==> src/rtl/mux1hot_arb_pkg.sv <==
// rtl/mux1hot_arb_pkg.sv - shared types and constants for the mux1hot round-robin arbiter
// Contents:
//   arb_state_t  arbiter state encoding (idle, owned, turnaround gap)
//   TA_W         width of the turnaround counter
package mux1hot_arb_pkg;

   typedef enum logic [1:0] {
      ARB_IDLE  = 2'd0,
      ARB_OWNED = 2'd1,
      ARB_GAP   = 2'd2
   } arb_state_t;

   localparam int TA_W = 4;

endpackage

==> src/rtl/rr_pick.sv <==
// rtl/rr_pick.sv - combinational circular first-set search starting at a pointer
// Ports:
//   req    in   N           request vector
//   ptr    in   $clog2(N)   search start position (0..N-1)
//   pick   out  N           one-hot of the chosen requester (zero when none)
//   index  out  $clog2(N)   binary index of the chosen requester (0 when none)
//   any    out  1           at least one request is set
module rr_pick #(
   parameter int N = 3
) (
   input  logic [N-1:0]         req,
   input  logic [$clog2(N)-1:0] ptr,
   output logic [N-1:0]         pick,
   output logic [$clog2(N)-1:0] index,
   output logic                 any
);

   localparam int PW = $clog2(N);

   // ptr + k with an explicit wrap; one extra bit holds the carry before the wrap.
   function automatic logic [PW-1:0] wrap_idx(input logic [PW:0] a);
      if (a >= (PW+1)'(N)) begin
         return PW'(a - (PW+1)'(N));
      end
      return PW'(a);
   endfunction

   always_comb begin
      pick  = '0;
      index = '0;
      any   = 1'b0;
      for (int k = 0; k < N; k++) begin
         if (!any && req[wrap_idx({1'b0, ptr} + (PW+1)'(k))]) begin
            any   = 1'b1;
            index = wrap_idx({1'b0, ptr} + (PW+1)'(k));
            pick[wrap_idx({1'b0, ptr} + (PW+1)'(k))] = 1'b1;
         end
      end
   end

endmodule

==> src/rtl/mux1hot_rr_arbiter.sv <==
// rtl/mux1hot_rr_arbiter.sv - round-robin arbiter driving a registered one-hot mux select
// Optional feature macro: MUX1HOT_ARB_HOLD_LIMIT_EN (forced release after MAX_HOLD owned cycles
// while another requester waits).
// Ports:
//   clk        in   1           clock, all logic on posedge
//   reset_n    in   1           synchronous reset, active-low
//   req        in   N           level requests
//   sel        out  N           registered zero/one-hot mux select
//   sel_valid  out  1           registered, high iff sel != 0
//   owner      out  $clog2(N)   registered binary index of sel, 0 when sel == 0
//   gnt_pulse  out  1           registered, one cycle on each new grant
module mux1hot_rr_arbiter
   import mux1hot_arb_pkg::*;
#(
   parameter int N          = 3,
   parameter int TURNAROUND = 1,
   parameter int MAX_HOLD   = 8
) (
   input  logic                 clk,
   input  logic                 reset_n,
   input  logic [N-1:0]         req,
   output logic [N-1:0]         sel,
   output logic                 sel_valid,
   output logic [$clog2(N)-1:0] owner,
   output logic                 gnt_pulse
);

   localparam int PW = $clog2(N);

   if (N < 2 || TURNAROUND < 0 || TURNAROUND > 15 || MAX_HOLD < 1) begin : g_param_check
      $error("mux1hot_rr_arbiter: illegal parameter value");
   end

   arb_state_t      state, state_n;
   logic [PW-1:0]   ptr, ptr_n;
   logic [TA_W-1:0] ta_cnt, ta_n;
   logic [N-1:0]    sel_n;
   logic [PW-1:0]   owner_n;
   logic            gnt_n;

   logic [N-1:0]    pick;
   logic [PW-1:0]   pick_idx;
   logic            pick_any;
   logic            take;
   logic            hold_expire;

   rr_pick #(.N(N)) u_pick (
      .req   (req),
      .ptr   (ptr),
      .pick  (pick),
      .index (pick_idx),
      .any   (pick_any)
   );

`ifdef MUX1HOT_ARB_HOLD_LIMIT_EN
   localparam int HW = $clog2(MAX_HOLD + 1);
   logic [HW-1:0] hold_cnt, hold_n;
   assign hold_expire = (hold_cnt == HW'(MAX_HOLD - 1)) && ((req & ~sel) != '0);
`else
   assign hold_expire = 1'b0;
`endif

   always_comb begin
      state_n = state;
      ptr_n   = ptr;
      ta_n    = ta_cnt;
      sel_n   = sel;
      owner_n = owner;
      gnt_n   = 1'b0;
      take    = 1'b0;
`ifdef MUX1HOT_ARB_HOLD_LIMIT_EN
      hold_n  = hold_cnt;
`endif
      case (state)
         ARB_IDLE: begin
            take = pick_any;
         end
         ARB_OWNED: begin
            if (req[owner] && !hold_expire) begin
`ifdef MUX1HOT_ARB_HOLD_LIMIT_EN
               if (hold_cnt != HW'(MAX_HOLD)) begin
                  hold_n = hold_cnt + 1'b1;
               end
`endif
            end else if (TURNAROUND > 0) begin
               sel_n   = '0;
               owner_n = '0;
               ta_n    = TA_W'(TURNAROUND - 1);
               state_n = ARB_GAP;
            end else if (pick_any && !gnt_pulse) begin
               // Direct handover. ptr already points past the owner, so the owner's
               // own re-request is searched last.
               take = 1'b1;
            end else begin
               // Also taken when the owner dropped in its grant cycle: one zero cycle
               // keeps gnt_pulse from firing on two consecutive cycles.
               sel_n   = '0;
               owner_n = '0;
               state_n = ARB_IDLE;
            end
         end
         ARB_GAP: begin
            if (ta_cnt == '0) begin
               state_n = ARB_IDLE;
            end else begin
               ta_n = ta_cnt - 1'b1;
            end
         end
         default: begin
            sel_n   = '0;
            owner_n = '0;
            state_n = ARB_IDLE;
         end
      endcase

      if (take) begin
         sel_n   = pick;
         owner_n = pick_idx;
         gnt_n   = 1'b1;
         ptr_n   = (pick_idx == PW'(N - 1)) ? '0 : pick_idx + 1'b1;
         state_n = ARB_OWNED;
`ifdef MUX1HOT_ARB_HOLD_LIMIT_EN
         hold_n  = '0;
`endif
      end
   end

   always_ff @(posedge clk) begin
      if (!reset_n) begin
         state     <= ARB_IDLE;
         ptr       <= '0;
         ta_cnt    <= '0;
         sel       <= '0;
         sel_valid <= 1'b0;
         owner     <= '0;
         gnt_pulse <= 1'b0;
      end else begin
         state     <= state_n;
         ptr       <= ptr_n;
         ta_cnt    <= ta_n;
         sel       <= sel_n;
         sel_valid <= (sel_n != '0);
         owner     <= owner_n;
         gnt_pulse <= gnt_n;
      end
   end

`ifdef MUX1HOT_ARB_HOLD_LIMIT_EN
   always_ff @(posedge clk) begin
      if (!reset_n) begin
         hold_cnt <= '0;
      end else begin
         hold_cnt <= hold_n;
      end
   end
`endif

endmodule

==> config.mk <==
export PLATFORM = sky130hd
export DESIGN_NAME = mux1hot_rr_arbiter
export DESIGN_NICKNAME = d
export VERILOG_FILES = /design/src/rtl/mux1hot_arb_pkg.sv /design/src/rtl/rr_pick.sv /design/src/rtl/mux1hot_rr_arbiter.sv
export SDC_FILE = /design/constraint.sdc
export NUM_CORES = 1
export LEC_CHECK = 0
export BUFFER_PORTS_ARGS = -buffer_cell sky130_fd_sc_hd__buf_2
export CELL_PAD_IN_SITES_DETAIL_PLACEMENT = 1
export CELL_PAD_IN_SITES_GLOBAL_PLACEMENT = 2
export CORE_UTILIZATION = 36
export CTS_CLUSTER_DIAMETER = 120
export DETAILED_ROUTE_END_ITERATION = 10
export GPL_TIMING_DRIVEN = 0
export PLACE_DENSITY = 0.89
export REMOVE_ABC_BUFFERS = 1
export SYNTH_ARGS = -nofsm -noshare
export SYNTH_HDL_FRONTEND = slang
export SYNTH_HIERARCHICAL = 1
export SYNTH_SLANG_ARGS = --single-unit
==> constraint.sdc <==
create_clock -name clk -period 3.8 [get_ports clk]
set_clock_uncertainty 0.05 [all_clocks]
set_input_delay 1.14 -clock clk [delete_from_list [all_inputs] [get_ports clk]]
set_output_delay 1.14 -clock clk [all_outputs]
set_load 0.02 [all_outputs]
# Word-level counts from Yosys, hierarchy flattened
# Index checks and enable logic that the tools add are counted.
[op_classes]
add_sub_neg = 7
mul = 0
div = 0
order_cmp = 13
eq_ne = 10
shift = 0
muxes = 57
n_bitwise = 4
n_reduce_logical = 17
[op_table]
columns = ["operator", "count"]
rows = [
  ["$mux W2", 20],
  ["$lt A2 B3 Y1 const B", 7],
  ["$mux W1", 19],
  ["$mux W3", 5],
  ["$reduce_and A3 Y1", 3],
  ["$bmux W1 S2", 4],
  ["$mux W4", 2],
  ["$ne A2 B2 Y1 const B", 4],
  ["$pmux W4 S2", 1],
  ["$demux W1 S2", 3],
  ["$ge A2 B1 Y1 const B", 3],
  ["$ge A3 B2 Y1 const B", 2],
  ["$ne A3 B3 Y1 const B", 2],
  ["$or A3 B3 Y3", 2],
  ["$pmux W2 S3", 1],
  ["$pmux W3 S2", 1],
  ["$sub A2 B2 Y2 const B", 3],
  ["$logic_and A1 B1 Y1", 5],
  ["$eq A2 B2 Y1 const B", 2],
  ["$logic_not A4 Y1", 1],
  ["$pmux W2 S2", 1],
  ["$reduce_or A2 Y1", 2],
  ["$sub A4 B1 Y4 const B", 1],
  ["$add A2 B1 Y3 const B", 1],
  ["11 further kinds", 13],
]
[word_totals]
regBits = 15
latch_bits = 0
mem_bits_rw = 0
rom_bits = 0
inputBits = 5
output_inout_bits = 7
elab_cells = 116
mem_count = 0

# Logic depth before layout (Yosys ltp)
[depth]
ltp_word = 22
depth_mapped = 10
depth_no_buf = 9

# Modules after synthesis
# The synthesis kept the hierarchy.
[by_module_without_submodules]
columns = ["mod", "n_inst", "cells_per_inst", "area_each_um2", "seq_area_each_um2"]
rows = [
  ["mux1hot_rr_arbiter", 1, 83, 742.0, 300.3],
  ["rr_pick", 1, 41, 281.5, 0.0],
]

# Least setup slack after synthesis
# OpenSTA, ideal clock, no wires.
[synth_timing]
path_kind = "input-to-reg"
startpoint = "input port req[0]"
endpoint = "register owner[1]"
setup_ns = 0.128
t_arrival_ns = 2.331
t_required_ns = 3.622
setup_slack_ns = 1.291
stages = 7
path_buffers = 1
cell_sequence = "mux2i_4 o21ai_2 or3_1 nor4bb_1 clkbuf_1 a32oi_1 o21ai_0"
[synth_via]
elab_chain_len = 12
elab_cells_between_ends = 23
cone_classes = "eq/ne (2); mux (16); reduce/logical (5)"
[synth_lines]
columns = ["element", "line", "source"]
rows = [
  ["from (decl)", "mux1hot_rr_arbiter.sv:21", "input logic [N-1:0] req,"],
  ["$bmux W1 S2", "rr_pick.sv:33", "if (!any && req[wrap_idx({1'b0, ptr} + (PW+1)'(k))]) begin"],
  ["$mux W1 (implied by the code)", "rr_pick.sv:33", ""],
  ["$mux W1", "rr_pick.sv:33", ""],
  ["$logic_not A1 Y1", "rr_pick.sv:33", ""],
  ["$logic_and A1 B1 Y1", "rr_pick.sv:33", ""],
  ["$mux W1", "rr_pick.sv:33", ""],
  ["$logic_not A1 Y1", "rr_pick.sv:33", ""],
  ["$logic_and A1 B1 Y1", "rr_pick.sv:33", ""],
  ["$mux W1 *", "rr_pick.sv:33", ""],
  ["net pick_any", "mux1hot_rr_arbiter.sv:43", "logic pick_any;"],
  ["$mux W1 *", "n/a", ""],
  ["$ne A3 B3 Y1 (no line) or $ne A2 B1 Y1 (tied branches)", "n/a", ""],
  ["$reduce_and A2 Y1 (no line)", "n/a", ""],
  ["to (signal assigned)", "mux1hot_rr_arbiter.sv:143", "owner <= owner_n;"],
  ["to (decl)", "mux1hot_rr_arbiter.sv:24", "output logic [$clog2(N)-1:0] owner,"],
]
# The timed path passes the listed nets; every way through them passes the cells marked *. The select of a mux whose other input is x is not followed.
# A chain may end at the register's enable or synchronous reset.

# Final worst setup path
[layout_timing]
startpoint = "input port req[1]"
endpoint = "register sel[2]"
[layout_via]
elab_chain_len = 11
elab_cells_between_ends = 24
cone_classes = "mux (18); bitwise (2); reduce/logical (4)"
[layout_lines]
columns = ["element", "line", "source"]
rows = [
  ["$bmux W1 S2", "rr_pick.sv:33", ""],
  ["$mux W1 (implied by the code)", "rr_pick.sv:33", ""],
  ["$mux W1", "rr_pick.sv:33", ""],
  ["$logic_not A1 Y1", "rr_pick.sv:33", ""],
  ["$logic_and A1 B1 Y1", "rr_pick.sv:33", ""],
  ["$mux W1", "rr_pick.sv:33", ""],
  ["$logic_not A1 Y1", "rr_pick.sv:33", ""],
  ["$logic_and A1 B1 Y1", "rr_pick.sv:33", ""],
  ["$mux W1 *", "rr_pick.sv:33", ""],
  ["net pick_any", "mux1hot_rr_arbiter.sv:43", ""],
  ["$mux W1 *", "n/a", ""],
  ["$mux W3 *", "mux1hot_rr_arbiter.sv:116", "if (take) begin"],
  ["to (signal assigned)", "mux1hot_rr_arbiter.sv:141", "sel <= sel_n;"],
  ["to (decl)", "mux1hot_rr_arbiter.sv:22", "output logic [N-1:0] sel,"],
]
# Marked as above.

==> impl_metrics.toml <==
[run_status]
status = "complete, no violations"

[worst_setup_path]
critPathMaxFanout = 7
slowest_stage = "nor4bb_1"
cp_data_required_time_ns = 3.96
end_kind = "flop"
path_class = "input port to flop"
rr_worst_depth = 8
critPathTopFamily = "simple AND/OR/NAND/NOR gates"
cp_num_buf_inv = 1
start_kind = "input port"
arrival_ns = 3.04
crit_cells = 7
max_stage_delay_ns = 0.91
crit_chain = "buf_2, mux2i_4, o21ai_2, or3_1, nor4bb_1, nand2_1, o31ai_1"

[synthesis]
syn_area_um2 = 1023
synth_top_family_by_area = "compound AO/OA/AOI/OAI gates"
synth_edf_count = 0
ys_top_cells_by_count = "15 x dfxtp_1, 12 x inv_1, 12 x o21ai_0, 11 x a21oi_1, 7 x nand2_1"
synth_compound_area_share_pct = 25.79
synth_ff_type = "dfxtp_1"
netlist_top_cells_area = "dfxtp_1 29%, ha_1 7.3%, o21ai_0 5.9%, a21oi_1 5.4%, inv_1 4.4%"
synth_top_area_share_pct = 29.34
muxShareOfSynthArea_pct = 6.235
synthCells = 124
syn_avg_cell_area_um2 = 8.254
synthDistinctLibCells = 38
ys_seq_area_share_pct = 29.34
ys_seq_elements = 15
synth_most_common_cell = "dfxtp_1"
synth_area_leader_cell = "dfxtp_1"
yosys_warnings = 6
synth_simple_gate_area_share_pct = 25.06
synth_xor_area_share_pct = 0
synthAdderAreaFrac_pct = 7.335
synthArstFlopShare_pct = 0

[final_layout]
drive_gt1_share_pct = 16.91
fillCellCount = 313
area_growth_pct = 10.15
final_core_util_pct = 43.53
insertedDiodeCount = 0
postLayoutCellArea_um2 = 1127
nNetsFinal = 148

[cts]
cts_resized = 0
cts-root-buf = "clkbuf_4"
cts_sinks = 15
clk_pin_slew_worst_paths_ns = 0.09
numCtsBuffers = 3
cts_hold_buf = 0
tritoncts = "built"
cts_setup_buffers = 0
cts_max_path_buffers = 2
h-tree-depth = 1
clock_latency_ns = 0.29

[power_and_ir_drop]
vdd_drop_max_v = 0.0003569
p_per_area_nw_per_um2 = 748.8
leakage_uw = 0.0004339

[routing]
routed-via-count = 952
firstDrtPassIters = 4
wl_per_cell_um = 14.87
wl_mm = 2.469
drtAntennaViolNets = 0
viasPerCell = 5.735
first_iter_violations = 13
drc_errors = 0

[global_routing]
grt_max_degree = 12
grt-ovfl-total = 0
grt_pass1_vias = 977
antenna_found_initial = 0
grt_pass1_wl_mm = 4.319
track_usage_pct = 16.97

[worst_hold_path]
hp-class = "flop to flop"
whs_path_depth = 2

[timing]
fmax_mhz = 346.6
timing.setup.tns_ns = 0
fin_crit_sh_pct = 75.92
worstMarginPinSlew_ns = 1.043
setup_viol = 0
relSlewSlack_pct = 29.53
rsz0062_at_grt = "no"
period_needed_ns = 2.885
hold_viol_final = 0
finalMaxSlewViolations = 0

[die]
die_w_um = 55.32
io_pins = 12
die-height_um = 55.32
start_util_pct = 39.52
fp-row-count = 18
dieArea_um2 = 3060
coreArea_um2 = 2590

[placement]
port_buffers = 11
place_area_um2 = 1097
gp_congestion = 0.8534
hpwl_mm = 1.929

[run]
cap_violations = 0
==> routing by layer <==
layer | wire length (um) | vias to the layer above | share of wire [%] | global-route usage (%)
met4 | 0 | 0 | 0 | 3.929
met2 | 1206 | 14 | 49 | 29.26
met3 | 65 | 0 | 2.6 | 3.044
met1 | 1197 | 455 | 48 | 21.87
li1 | - | 483 | - | -
met5 | 0 | - | 0 | 0
==> stage by stage <==
step           setup slack, ns  power (uW)  hold WS (ns)  instances
5_1_grt                 0.7462       920.0        0.4601        166
6_report                0.9149       844.2        0.4361        166
2_1_floorplan            1.265       614.1        0.4284        121
3_3_place_gp            0.6573       732.2        0.4099        162
3_5_place_dp            0.5942       748.1        0.4261        162
4_1_cts                 0.9167       851.5        0.4430        166
==> cells by family after synthesis <==
family	count (synthesis)
mux	5
flops	15
buf+inv	15
simple gates	42
compound gates	41
fa+ha+maj	6
==> worst paths after layout <==
kind	startpoint	end	slack, ns
max	req[1]	sel[2]	0.91
min	sel[1]	sel[1]	0.44
max reg2reg	ptr[1]	sel[2]	0.99
min reg2reg	sel[1]	sel[1]	0.44
==> state kept, by name (all words and copies together), names as in the netlist <==
name	cells
sel	3
ptr	2
sel_valid	1
owner	2
ta_cnt	4
gnt_pulse	1
state	2
==> area by class of cell <==
class | instances | area, um2 | share of cell area, %
Inverter | 12 | 45.04 | 3.996
Multi-Input combinational cell | 94 | 659.4 | 58.49
Timing Repair Buffer | 11 | 55.05 | 4.883
Clock inverter | 1 | 7.507 | 0.6659
Sequential cell | 15 | 300.3 | 26.64
Tap cell | 30 | 37.54 | 3.330
Clock buffer | 3 | 22.52 | 1.998
==> report_power, final <==
part	leakage (uW)	switching (uW)	total, uW	internal [uW]
Sequential	0.000123	45.5	249	204
Clock	0.0000139	58.7	98.8	40.1
Combinational	0.000297	313	496	183
Total	0.000434	417	844	427
==> cell usage in the layout, fill, tap and decap left out, drive strengths merged, types with 6 or more instances in the layout <==
cell and n:
dfxtp 15, o21ai 15, inv 12, a21oi 11, buf 11, nand2 7
ha 6
==> tightest hold or removal path, stage by stage (launching register included) <==
cell	delay, ns
dfxtp_1	0.34
inv_1	0.05
o31ai_1	0.06
No activity file was read; power rests on OpenSTA's default activity.
